<file path="config.mk">
export PLATFORM = sky130hd
export DESIGN_NAME = cpu_clock_step_control
export DESIGN_NICKNAME = d
export VERILOG_FILES = /design/src/rtl/clk_ctrl_pkg.sv /design/src/rtl/key_debounce.sv /design/src/rtl/cpu_clock_step_control.sv
export SDC_FILE = /design/constraint.sdc
export NUM_CORES = 1
export LEC_CHECK = 0
export BUFFER_PORTS_ARGS = -buffer_cell sky130_fd_sc_hd__buf_2
export CELL_PAD_IN_SITES_DETAIL_PLACEMENT = 1
export CELL_PAD_IN_SITES_GLOBAL_PLACEMENT = 1
export CORE_MARGIN = 1.5
export CORE_UTILIZATION = 41
export DETAILED_ROUTE_END_ITERATION = 7
export PLACE_DENSITY = 0.84
export SETUP_SLACK_MARGIN = 0.15
export SLEW_MARGIN = 20
export SYNTH_ARGS = -nofsm -noshare
export SYNTH_HDL_FRONTEND = slang
export SYNTH_SLANG_ARGS = --single-unit
</file>
<file path="constraint.sdc">
create_clock -name iCLK_50 -period 3.85 [get_ports iCLK_50]
set_input_delay 0.1925 -clock iCLK_50 [delete_from_list [all_inputs] [get_ports iCLK_50]]
set_output_delay 0.1925 -clock iCLK_50 [all_outputs]
set_load 0.01 [all_outputs]
</file>
<file path="src/rtl/clk_ctrl_pkg.sv">
// clk_ctrl_pkg: shared state encoding and key indices for the CPU clock controller
package clk_ctrl_pkg;
  typedef enum logic [1:0] {
    RUN     = 2'd0,
    HALT    = 2'd1,
    STEP_HI = 2'd2,
    STEP_LO = 2'd3
  } clk_state_e;
  localparam int KEY_RUN  = 0;
  localparam int KEY_STEP = 1;
  localparam int KEY_HALT = 3;
endpackage

</file>
<file path="src/rtl/key_debounce.sv">
// key_debounce: synchronises an active-low key, debounces it and emits a 1-cycle press pulse
// Ports: clk_i clock, rst_i sync active-high reset, key_n_i raw active-low key,
//        press_o one-cycle pulse when the debounced key goes released->pressed.
module key_debounce #(
  parameter int CYCLES = 500000
) (
  input  logic clk_i,
  input  logic rst_i,
  input  logic key_n_i,
  output logic press_o
);
  localparam int CW = $clog2(CYCLES + 1);
  logic [1:0]    sync_q;
  logic          stable_q, stable_d, press_q, press_d, differ, done;
  logic [CW-1:0] cnt_q, cnt_d;
  // The debounced level only moves after CYCLES consecutive samples disagree with it.
  always_comb begin
    differ   = sync_q[1] != stable_q;
    done     = cnt_q == CW'(CYCLES - 1);
    cnt_d    = differ ? (done ? '0 : cnt_q + 1'b1) : '0;
    stable_d = (differ && done) ? sync_q[1] : stable_q;
    press_d  = differ && done && !sync_q[1];
  end
  always_ff @(posedge clk_i) begin
    if (rst_i) begin
      sync_q   <= 2'b11;
      stable_q <= 1'b1;
      cnt_q    <= '0;
      press_q  <= 1'b0;
    end else begin
      sync_q   <= {sync_q[0], key_n_i};
      stable_q <= stable_d;
      cnt_q    <= cnt_d;
      press_q  <= press_d;
    end
  end
  assign press_o = press_q;
endmodule

</file>
<file path="src/rtl/cpu_clock_step_control.sv">
// cpu_clock_step_control: divided processor clock with breakpoint halt, single step and resume
// Ports: iCLK_50 board clock, Reset sync active-high, iKEY active-low keys ([0] RUN,
//        [1] STEP, [3] HALT), iBreak breakpoint request, iDivSel half-period = 2**iDivSel,
//        oCPU_CLK processor clock, oCPU_RISE strobe on each 0->1, oHalted, oState debug,
//        oCycles rising-edge count.
// Optional: define CLK_CYCLE_COUNT_EN to build the oCycles counter (otherwise tied to 0).
module cpu_clock_step_control
  import clk_ctrl_pkg::*;
#(
  parameter int DEBOUNCE_CYCLES = 500000,
  parameter int DIVSEL_W        = 5,
  parameter bit START_HALTED    = 1'b0
) (
  input  logic                iCLK_50,
  input  logic                Reset,
  input  logic [3:0]          iKEY,
  input  logic                iBreak,
  input  logic [DIVSEL_W-1:0] iDivSel,
  output logic                oCPU_CLK,
  output logic                oCPU_RISE,
  output logic                oHalted,
  output logic [1:0]          oState,
  output logic [31:0]         oCycles
);
  localparam int CNT_W = 2 ** DIVSEL_W;
  clk_state_e       state_q, state_d;
  logic [CNT_W-1:0] cnt_q, cnt_d, limit;
  logic             clk_q, clk_d, rise_q, rise_d, mask_q, mask_d, hp_q, hp_d;
  logic             brk_q1, brk_s, term, run_p, step_p, halt_p;
  logic             unused_key;
  assign unused_key = iKEY[2];
  key_debounce #(.CYCLES(DEBOUNCE_CYCLES)) u_run  (.clk_i(iCLK_50), .rst_i(Reset), .key_n_i(iKEY[KEY_RUN]),  .press_o(run_p));
  key_debounce #(.CYCLES(DEBOUNCE_CYCLES)) u_step (.clk_i(iCLK_50), .rst_i(Reset), .key_n_i(iKEY[KEY_STEP]), .press_o(step_p));
  key_debounce #(.CYCLES(DEBOUNCE_CYCLES)) u_halt (.clk_i(iCLK_50), .rst_i(Reset), .key_n_i(iKEY[KEY_HALT]), .press_o(halt_p));
  // >= rather than == so that shrinking iDivSel mid-phase ends the phase at once.
  assign limit = (CNT_W'(1) << iDivSel) - CNT_W'(1);
  assign term  = cnt_q >= limit;
  always_comb begin
    state_d = state_q;
    clk_d   = clk_q;
    rise_d  = 1'b0;
    mask_d  = mask_q;
    hp_d    = 1'b0;
    cnt_d   = term ? '0 : cnt_q + 1'b1;
    case (state_q)
      RUN: begin
        hp_d = hp_q | halt_p | (brk_s & ~mask_q);
        // Halting only from the low phase keeps the CPU from being frozen mid-high.
        if (term) begin
          if (!clk_q && hp_d) begin
            state_d = HALT;
            hp_d    = 1'b0;
          end else begin
            clk_d  = ~clk_q;
            rise_d = ~clk_q;
            mask_d = mask_q & ~clk_q;
          end
        end
      end
      HALT: begin
        clk_d = 1'b0;
        cnt_d = '0;
        if (step_p) begin
          state_d = STEP_HI;
          clk_d   = 1'b1;
          rise_d  = 1'b1;
        end else if (run_p) begin
          state_d = RUN;
          mask_d  = 1'b1;
        end
      end
      STEP_HI: if (term) begin
        state_d = STEP_LO;
        clk_d   = 1'b0;
      end
      STEP_LO: if (term) state_d = HALT;
    endcase
  end
  always_ff @(posedge iCLK_50) begin
    if (Reset) begin
      state_q <= START_HALTED ? HALT : RUN;
      cnt_q   <= '0;
      clk_q   <= 1'b0;
      rise_q  <= 1'b0;
      mask_q  <= 1'b0;
      hp_q    <= 1'b0;
      brk_q1  <= 1'b0;
      brk_s   <= 1'b0;
    end else begin
      state_q <= state_d;
      cnt_q   <= cnt_d;
      clk_q   <= clk_d;
      rise_q  <= rise_d;
      mask_q  <= mask_d;
      hp_q    <= hp_d;
      brk_q1  <= iBreak;
      brk_s   <= brk_q1;
    end
  end
  assign oCPU_CLK  = clk_q;
  assign oCPU_RISE = rise_q;
  assign oHalted   = state_q == HALT;
  assign oState    = state_q;
`ifdef CLK_CYCLE_COUNT_EN
  logic [31:0] cyc_q;
  always_ff @(posedge iCLK_50) cyc_q <= Reset ? '0 : cyc_q + {31'd0, rise_q};
  assign oCycles = cyc_q;
`else
  assign oCycles = 32'd0;
`endif
endmodule

</file>
==> results.md, run 1 <==
* CTS max path bufs at 2
* Number of H-tree levels at 3
* Post-synthesis sequential area ratio at 0.3646
* Initial core utilization at 0.4262
* Via Count at ~5000
* PwrDens at ~340 mW/mm2
* Critical path launch point: iDivSel[2]
* Final wirelength at 13860 um
* Post-synthesis compound-gate area fraction at 0.08384
* Crit Path Max Fanout at 12
* Sink Count at between 100 and 150
* Reg2reg path depth at 10
* Critical Path RT at between 4000 and 5000 ps
* Final setup margin at about 360 ps
* Crit Reg-Reg Startpoint: cnt_q[0]
* Die X at about 120 um
* Global route overflow at 0
* Detailed placer's ending HPWL at 10330 um
* CTS clk-pin slew, worst paths at about 80 ps
* Post-Synth XOR/XNOR Area at 0.1229
* CTS tree: yes
* Maximum VDD drop at 412.8 uV
* # IOs at 49
* Final net count at slightly above 800
* Starting DRT DRC Count at 237
* Area grow syn2layout at 9.826%
* Final Hold Viols at 0
* Number of synthesis warnings at 0
* CP startpoint kind: primary input
* # diodes at 0
* Min-Delay Path Class: primary input to flop
* Register bit total from synthesis at ~110
* Relative slew slack at 0.4611
* Unique cell type count in the Yosys netlist at 47
* F_max at ~0.29 GHz
* Share of the synthesized area in the top cell type at 0.3646
* Min-Delay Startpoint: iKEY[0]
* Mux cell area share after synthesis at 0.005018
* Dpl ws at -345.2 ps
* Residual DRC at 0
* Syn Area/Cell at about 8.2 um2
* Post CTS Setup Buffer Count at 0
* Synth Cell Area at 0.005984 mm2
* Clock Latency Late Sink at 360 ps
* Main combinational cell family by area after synthesis: simple AND/OR/NAND/NOR gates
* # port buffers at 15
* Detail Route Antenna Nets at 0
* Post-synthesis simple-gate area fraction at 0.2703
* CTS Buf Count at 9
* Synth area leader: dfxtp_1
* Max-cap violations at 0
* Largest net degree at the start of global routing at 32
* Die H at ~120 um
* DR pass1 iterations at 6
* Util after Layout at 0.4681
* GRT Util Overall at 0.1909
* Antenna violations before repair at 0
* Post-Synth Adder-Cell Area at 0.08781
* Post-layout min period at 3485 ps
* Num rows at 43
* Vias in the first global route at between 5000 and 6000
* Critical path class: primary input to flop
* Outcome: finished clean
* Clock root cell: clkbuf_16
* WHS Endpoint: u_run.sync_q[0]
* Static Leak at roughly 2.5 nW
* WL per Instance at roughly 15 um
* Via/cell ratio at roughly 5.3
* Worst Setup End Kind: flop
* Final setup violation count at 0
* R2R Setup Slk at between 1000 and 1500 ps
* R2R Path End: oState[1]
* Worst-Margin Slew at 803.5 ps
* Synthesized instance count at 729
* Global placement routability congestion at around 0.85
* Share of cells above drive strength 1 at 0.08730
* Synth top area cells: dfxtp_1 36%, ha_1 8.8%, nor2_1 8.7%, xor2_1 7.3%, xnor2_1 5.0%
* Die area at approximately 0.015 mm2
* Clk_skew at about 16 ps
* WP data arrival at about 3800 ps
* Worst Hold Path Cells at 2
* Core area at 0.01404 mm2
* First-pass GRT wire length at 23440 um
* Fillers at ~1700
* Crit share post-route at 0.9053
* RSZ-0062 raised after global routing: false
* Slew Limit Fails at 0
-- how the worst max path moves through the flow --
stage                     cells after the start   endpoint  slack (ps)
after floorplan                              19  oState[1]         170
after global placement                       18  oState[1]         -60
after detailed placement                     18  oState[1]        -350
after CTS                                    18   oCPU_CLK         180
after global routing                         19  oState[1]         160
final                                        18  oState[1]         360
-- metrics by stage --
| stage | total power [mW] | setup TNS [ps] | hold slack, ps | cells | cell area, um2 |
|---|---|---|---|---|---|
| global placement | 1.342 | -165.2 | 379.4 | 920 | 6233 |
| global route | 2.349 | 0 | 2.205 | 936 | 6573 |
| detailed placement | 1.356 | -1097 | 382.2 | 920 | 6233 |
| finish | 2.254 | 0 | 17.46 | 936 | 6573 |
| CTS | 2.281 | 0 | 6.649 | 936 | 6558 |
| floorplan | 1.318 | 0 | 296.3 | 760 | 6106 |
-- cells by family (layout without fill, tap and decap cells) --
logic type      count (synthesis)  count (layout)
other cells                     2              33
fa+ha+maj                      42              42
mux                             3               3
buf+inv                        70              66
compound gates                 75              75
simple gates                  344             344
xor+xnor                       84              84
flops                         109             109
-- per-layer routing --
layer / GRT usage / wire length [um] / up-vias
met3: 0.03755 / 352 / 9
met5: 0 / 0 / -
met2: 0.3501 / 7126 / 52
li1: - / - / 2476
met1: 0.2270 / 6262 / 2414
met4: 0.04813 / 122 / 0
-- worst max-delay path, stage by stage --
cell      delay (ps)
buf_2            100
or2_2            360
nor2_2           140
nand2_1          120
ha_4             230
nor3_2           270
nand3_1          120
a21oi_1          160
a21oi_1           60
ha_1             290
nand4_1           90
nor2_1            60
a211o_1          290
a311o_1          380
a21oi_4          230
a211oi_2         150
or3_1            360
a21oi_1          160
-- cells in the mapped netlist (all sizes together) --
library cell	n
o21ai	13
nor2	139
conb	2
nor3b	2
inv	17
o31ai	1
nor4	5
nand2b	4
a22oi	2
clkbuf	17
or2	8
nand3	50
o32ai	2
ha	42
o21a	3
nand2	57
and2	1
nor3	15
nor2b	7
nor4b	7
xnor2	34
a311o	1
nand4	20
o211ai	1
dfxtp	109
a21oi	27
mux2i	3
a221oi	4
buf	36
a211o	3
and4	6
a21o	5
nand3b	1
or3	4
a31oi	3
a41oi	1
and3	18
a211oi	5
o22a	4
xor2	50
-- timing repair --
item                                    in CTS  in global routing
hold buffers                                 0                  0
pin swaps                                    0                  1
gates resized for setup                      3                  3
endpoints found under the setup margin       2                 37
-- final cells by class --
cell class                      instances  area (um2)  area share
Multi-Input combinational cell        581        3575      0.5439
Sequential cell                       109        2182      0.3320
Clock buffer                            9       225.2     0.03427
Tap cell                              180       225.2     0.03427
Timing Repair Buffer                   33       222.7     0.03389
Clock inverter                          7       78.83     0.01199
Inverter                               17       63.81    0.009709
-- cells in the final DEF, fill, tap and decap left out, types with 6 or more instances in the layout --
master and instances:
xnor2_1 34, buf_2 15, nor2_1 138, and4_1 6
buf_4 17, nor3_1 14, clkbuf_16 9, inv_1 17
a21oi_1 26, dfxtp_1 109, nor4b_1 7, nand3_1 50
nand4_1 20, conb_1 33, nor2b_1 7, and3_1 17
nand2_1 57, or2_2 8, o21ai_0 12, xor2_1 50
ha_1 41
-- sequential cells by signal, summed over array words and instances, names as in the netlist --
name             cells
u_step.stable_q      1
brk_s                1
u_run.cnt_q         19
u_halt.cnt_q        19
u_halt.sync_q        2
oCPU_RISE            1
oCPU_CLK             1
u_run.stable_q       1
brk_q1               1
u_run.sync_q         2
u_run.press_o        1
u_step.cnt_q        19
hp_q                 1
mask_q               1
cnt_q               32
u_step.press_o       1
oState               2
u_step.sync_q        2
u_halt.stable_q      1
u_halt.press_o       1
-- power breakdown --
part	internal (mW)	leakage, nW	switching, mW
clock	0.459	0.145	0.460
combinational	0.0658	1.52	0.120
sequential	1.14	0.881	0.0112
total	1.66	2.55	0.592
No activity file was read; power rests on OpenSTA's default activity.
==> run 2, diff against run 1 <==
Settings changed: CORE_UTILIZATION 41 to 45, PLACE_DENSITY 0.84 to default, PLACE_DENSITY_LB_ADDON from default to 0.15.
Clock period 3.85 ns to 3.6 ns, I/O delays scaled along.
==> run 2 against run 1 <==
Non-clock buffer count grew 20. Worst hold slack gained 31 ps. Critical path depth shrank 1. First-iteration DRC count shrank 47%. Register-to-register slack lost 220 ps. Clock skew shrank 6.2 ps. Critical endpoint unchanged. Largest cell class unchanged. Highest routed layer unchanged.
==> results.md, run 2 (synthesis results as in run 1) <==
* RSZ-0062 raised after global routing: false
* Largest net degree at the start of global routing at 32
* Slowest stage cell on the critical path: or3_4
* Detail Route Antenna Nets at 0
* Critical path launch point: iDivSel[1]
* Min-Delay Startpoint: iBreak
* Final Cell Area at 0.006860 mm2
* Global placement routability congestion at between 0.7 and 0.8
* Commonest non-fill, non-tap cell in the layout: nor2_1
* GRT Util Overall at 0.2143
* First-pass GRT wire length at around 25000 um
* Clk_skew at around 10 ps
* Tot Pwr at approximately 2.5 mW
* Min-Delay Path Class: primary input to flop
* Final wirelength at ~14000 um
* Antenna violations before repair at 0
* DR pass1 iterations at 4
* Worst Setup End Kind: flop
* Critical path's top delay family: compound AO/OA/AOI/OAI gates
* Crit Reg-Reg Startpoint: cnt_q[5]
* Die area at roughly 0.014 mm2
* Vias in the first global route at 5233
* WP data arrival at 3580 ps
* CTS max path bufs at 2
* CP cell instances: buf_6 > or2_4 > nor2_4 > nand3_2 > ha_4 > buf_6 > buf_4 > a22oi_1 > ha_1 > o21ai_0 > nor2_1 > a211o_1 > a311o_1 > a21oi_4 > a211oi_4 > or3_4 > a21oi_2
* Crit share post-route at 0.9139
* CTS clk-pin slew, worst paths at approximately 80 ps
* Global route overflow at 0
* CTS tree: yes
* Initial core utilization at 0.4685
* Die X at roughly 120 um
* Most frequent cell on the critical path: buf_6
* WL per Instance at 15.24 um
* Switch share at 0.2552
* Slew Limit Fails at 0
* Top reg by flops: cnt_q
* Int Pwr at 1.858 mW
* Comb pwr share at 0.090
* Die H at approximately 120 um
* Crit Path Max Fanout at 6
* Reg power frac at 0.492
* Outcome: finished clean
* Max-cap violations at 0
* Via/cell ratio at about 5.3
* Num rows at 41
* Sink Count at approximately 110
* CP startpoint kind: primary input
* Starting DRT DRC Count at about 130
* Worst-Margin Slew at ~740 ps
* Static Leak at roughly 2.7 nW
* Post-layout min period at approximately 3300 ps
* CTS Buf Count at 9
* F_max at a little over 0.3 GHz
* Commonest non-fill, non-tap cells in the layout: 135 x nor2_1, 109 x dfxtp_1, 56 x nand2_1
* Final net count at 825
* WP buf/inv at 3
* Final setup violation count at 0
* Worst hold slack at 48.69 ps
* Power share of the clock group at 0.418
* # IOs at 49
* Area grow syn2layout at 14.64%
* Post-route insts no fill at 948
* Largest register FFs at 32
* Core area at roughly 0.013 mm2
* Via Count at between 5000 and 6000
* Fillers at about 1500
* Critical path class: primary input to flop
* Dpl ws at -181.7 ps
* Critical Path RT at between 3000 and 4000 ps
* Delay of the slowest cell on the worst path at 420 ps
* Final Hold Viols at 0
* Number of H-tree levels at 3
* Clock root cell: clkbuf_16
* # port buffers at 15
* Residual DRC at 0
* Relative slew slack at 0.5041
* Clock Latency Late Sink at around 360 ps
* # diodes at 0
* PwrDens at roughly 360 mW/mm2
* Final setup margin at ~310 ps
* Detailed placer's ending HPWL at 10540 um
* Share of cells above drive strength 1 at 0.1289
* Maximum VDD drop at ~350 uV
* P_sw at 636.7 uW
* Dpl cells at about 920
* Dpl cell area at 0.006365 mm2
==> run 2: final timing paths <==
check	end	slack (ps)	cells past startpoint
min	brk_q1	50	2
min reg2reg	u_step.sync_q[1]	410	1
max reg2reg	oState[1]	910	9
max	oState[1]	310	17
==> run 2: power by group through the flow <==
stage | Sequential (mW) | Clock [mW] | Combinational [mW]
2_1_floorplan | 1.25 | 0 | 0.163
3_3_place_gp | 1.25 | 0 | 0.194
3_5_place_dp | 1.25 | 0 | 0.204
4_1_cts | 1.23 | 1.08 | 0.209
5_1_grt | 1.23 | 1.12 | 0.252
6_report | 1.23 | 1.04 | 0.225
==> run 2: final cells by class <==
cell class	count	area [um2]	share of cell area
clock buffers	10	229.0	0.03338
clock inverters	6	77.57	0.01131
inverters	17	63.81	0.009301
multi-input cells	581	3692	0.5382
flip-flops and latches	109	2182	0.3181
well taps	172	215.2	0.03137
repair buffers	53	400.4	0.05836
==> run 2: worst register-to-register path, delay by kind of cell (launching register included) <==
family / cells / cell delay [ps]
AOI/OAI and AO/OA: 7 / 1480
DFF: 1 / 430
and+or+nand+nor: 1 / 420
adders and majority gates: 1 / 290
==> run 2: routing by layer <==
layer  track usage  part of all wire  routed length (um)
met1        0.2610              0.46                6580
met2        0.3768              0.50                7197
met3       0.03861             0.026                 379
met4       0.07698             0.020                 292
met5             0                 0                   0
==> run 2: metrics by stage <==
| stage | utilization | setup TNS, ps |
|---|---|---|
| 2_1_floorplan | - | 0 |
| 3_3_place_gp | 0.4983 | -20.17 |
| 3_5_place_dp | 0.4983 | -2479 |
| 4_1_cts | 0.5246 | 0 |
| 5_1_grt | 0.5371 | 0 |
| 6_report | 0.5371 | 0 |
==> run 2: repair_timing <==
item / in CTS / in global routing
gates resized for setup: 0 / 27
hold endpoints to repair: 3 / 0
buffers inserted: 0 / 5
setup endpoints to repair: 0 / 37
hold buffers: 3 / 0
==> run 3, diff against run 2 <==
Settings changed: ABC_AREA from default to 1, HOLD_SLACK_MARGIN from default to 0.08.
==> run 3 against run 2 <==
Area after synthesis rose by 17%. Setup slack better by 210 ps. Design area is 9.2% higher. Register-to-register slack gained 510 ps. Critical path type unchanged. Largest cell class unchanged. Largest power group unchanged. Highest routed layer unchanged.
==> results.md, run 3 <==
* Synth Flop Type: dfxtp_1
* WP data arrival at 3340 ps
* Final wirelength at approximately 16000 um
* Post-synth EDFFs at 0
* # IOs at 49
* Top Usage Layer GRT: met2
* Initial core utilization at 0.4605
* CTS tree: yes
* GRT Util Overall at 0.2072
* Crit Path Max Fanout at 32
* RSZ-0062 raised after global routing: false
* Critical path launch point: iDivSel[2]
* Crit share post-route at 0.8556
* Max-cap violations at 0
* Comb pwr share at 0.095
* Area grow syn2layout at 7.042%
* PwrDens at around 340 mW/mm2
* Setup TNS at 0 ps
* Synth Cell Area at roughly 0.0070 mm2
* Post-synthesis sequential area ratio at 0.3117
* P_sw at about 600 uW
* Antenna violations before repair at 0
* Final Cell Area at ~0.0075 mm2
* Fillers at 1974
* Commonest non-fill, non-tap cell in the layout: nand2_1
* CTS Buf Count at 9
* CTS clk-pin slew, worst paths at 70 ps
* Crit Reg-Reg Startpoint: cnt_q[25]
* Die X at 127.7 um
* Min-Delay Path Class: primary input to flop
* Starting DRT DRC Count at 161
* Global placement routability congestion at approximately 0.79
* Routing usage on met1 at 0.2570
* Int Pwr at 1.909 mW
* Clk_skew at roughly 6.9 ps
* F_max at about 0.32 GHz
* Post-synth ARST share at 0
* Final net count at ~1000
* Clock root cell: clkbuf_16
* CTS max path bufs at 2
* Cts repair resizes at 0
* Vias in the first global route at about 6200
* M2 GR Usage at 0.3656
* Die H at roughly 130 um
* Synthesized instance count at 959
* First-pass GRT wire length at around 28000 um
* Num rows at between 40 and 50
* Area of the multi-input gates at 0.004172 mm2
* Relative slew slack at 0.5127
* Via/cell ratio at around 5.2
* Maximum VDD drop at about 240 uV
* Reg power frac at 0.484
* Final Hold Viols at 0
* Register Area at roughly 0.0022 mm2
* WL per Instance at 13.39 um
* Commonest non-fill, non-tap cells in the layout: 178 x nand2_1, 125 x nor2_1, 109 x dfxtp_1
* Final setup margin at just over 500 ps
* Post CTS Setup Buffer Count at 0
* Detail Route Antenna Nets at 0
* Via Count at between 6000 and 7000
* CP startpoint kind: primary input
* Largest net degree at the start of global routing at 33
* Dpl cell area at roughly 0.0071 mm2
* Outcome: finished clean
* Clock Latency Late Sink at between 300 and 400 ps
* # diodes at 0
* Power share of the clock group at 0.421
* Static Leak at 3.162 nW
* Die area at 0.01631 mm2
* Sink Count at 109
* Number of synthesis warnings at 0
* Largest register FFs at 32
* Share of cells above drive strength 1 at 0.1038
* Top reg by flops: cnt_q
* Worst-Margin Slew at ~730 ps
* Final setup violation count at 0
* Switch share at 0.2420
* Synth area leader: dfxtp_1
* Util after Layout at 0.4929
* Post-layout min period at between 3000 and 4000 ps
* DR pass1 iterations at 4
* # port buffers at 15
* Count leader, synth: nand2_1
* Dpl ws at 104.4 ps
* Global Route met3 Usage at 0.03255
* Unique cell type count in the Yosys netlist at ~50
* Slew Limit Fails at 0
* Most frequent cells after synthesis: 178 x nand2_1, 125 x nor2_1, 109 x dfxtp_1, 103 x inv_1, 53 x nand3_1
* Register bit total from synthesis at 109
* Syn Area/Cell at about 7.3 um2
* Post-CTS Hold Fix Bufs at 4
* Residual DRC at 0
* Worst Setup End Kind: flop
* Share of the synthesized area in the top cell type at 0.3117
* Number of H-tree levels at 3
* Core area at between 0.015 and 0.02 mm2
* Global route overflow at 0
* Detailed placer's ending HPWL at 12220 um
* Critical path class: primary input to flop
* Synth top area cells: dfxtp_1 31%, nand2_1 9.5%, ha_1 7.5%, nor2_1 6.7%, inv_1 5.5%
* Min-Delay Startpoint: Reset
* Critical Path RT at 3860 ps
* Tot Pwr at 2.518 mW
## run 3: worst paths after layout
| kind | cells after the start | slack (ps) | to |
|---|---|---|---|
| max | 20 | 520 | cnt_q[28] |
| min | 2 | 170 | brk_s |
| max reg2reg | 9 | 1420 | cnt_q[28] |
| min reg2reg | 1 | 410 | u_step.sync_q[1] |
## run 3: cell type report
type | instances | area share
clock buffer | 11 | 0.03106
clock inverter | 5 | 0.01119
timing repair buffer | 25 | 0.02304
tap | 188 | 0.03139
inverter | 110 | 0.05543
multi-input combinational | 723 | 0.5567
sequential | 109 | 0.2912
## run 3: cells by family (layout without fill, tap and decap cells)
| logic type | Yosys count | in the layout | synth area share |
|---|---|---|---|
| adder cells (fa/ha/maj) | 42 | 42 | 0.07507 |
| AND/OR/NAND/NOR | 524 | 524 | 0.3775 |
| XOR/XNOR | 53 | 53 | 0.06631 |
| other | 2 | 33 | 0.001073 |
| buffers and inverters | 158 | 151 | 0.1090 |
| multiplexers | 3 | 3 | 0.004290 |
| AO/OA/AOI/OAI | 68 | 68 | 0.05505 |
| flip-flops | 109 | 109 | 0.3117 |
## run 3: power by group through the flow
stage	clock, mW	combinational, mW	sequential, mW
2_1_floorplan	0	0.214	1.25
3_3_place_gp	0	0.233	1.25
3_5_place_dp	0	0.237	1.25
4_1_cts	1.09	0.242	1.22
5_1_grt	1.14	0.277	1.22
6_report	1.06	0.240	1.22
## run 3: worst max-delay path, cell delays in order
cell and delay [ps]:
buf_2 90, inv_2 100, nand3_1 130, inv_1 70, nand2_1 120, ha_1 210
nand2_1 80, a21oi_2 200, nand2_4 110, nor2_8 140, nand3_4 90, xnor2_1 220
ha_1 270, nand2_1 110, o21a_1 130, nand2_1 60, a21oi_2 340, nand4_1 230
buf_12 230, nor3b_1 200
## run 3: per-stage QoR
stage                     instances  hold WS (ps)
after floorplan                 990         283.8
after global placement         1151         362.1
after detailed placement       1151         367.6
after CTS                      1171         165.3
after global routing           1171         197.6
final                          1171         172.7
## run 3: metal layers
layer	part of all wire	vias up
met5	0	-
met4	0.020	0
met3	0.021	23
met2	0.49	60
met1	0.47	2857
li1	-	3133
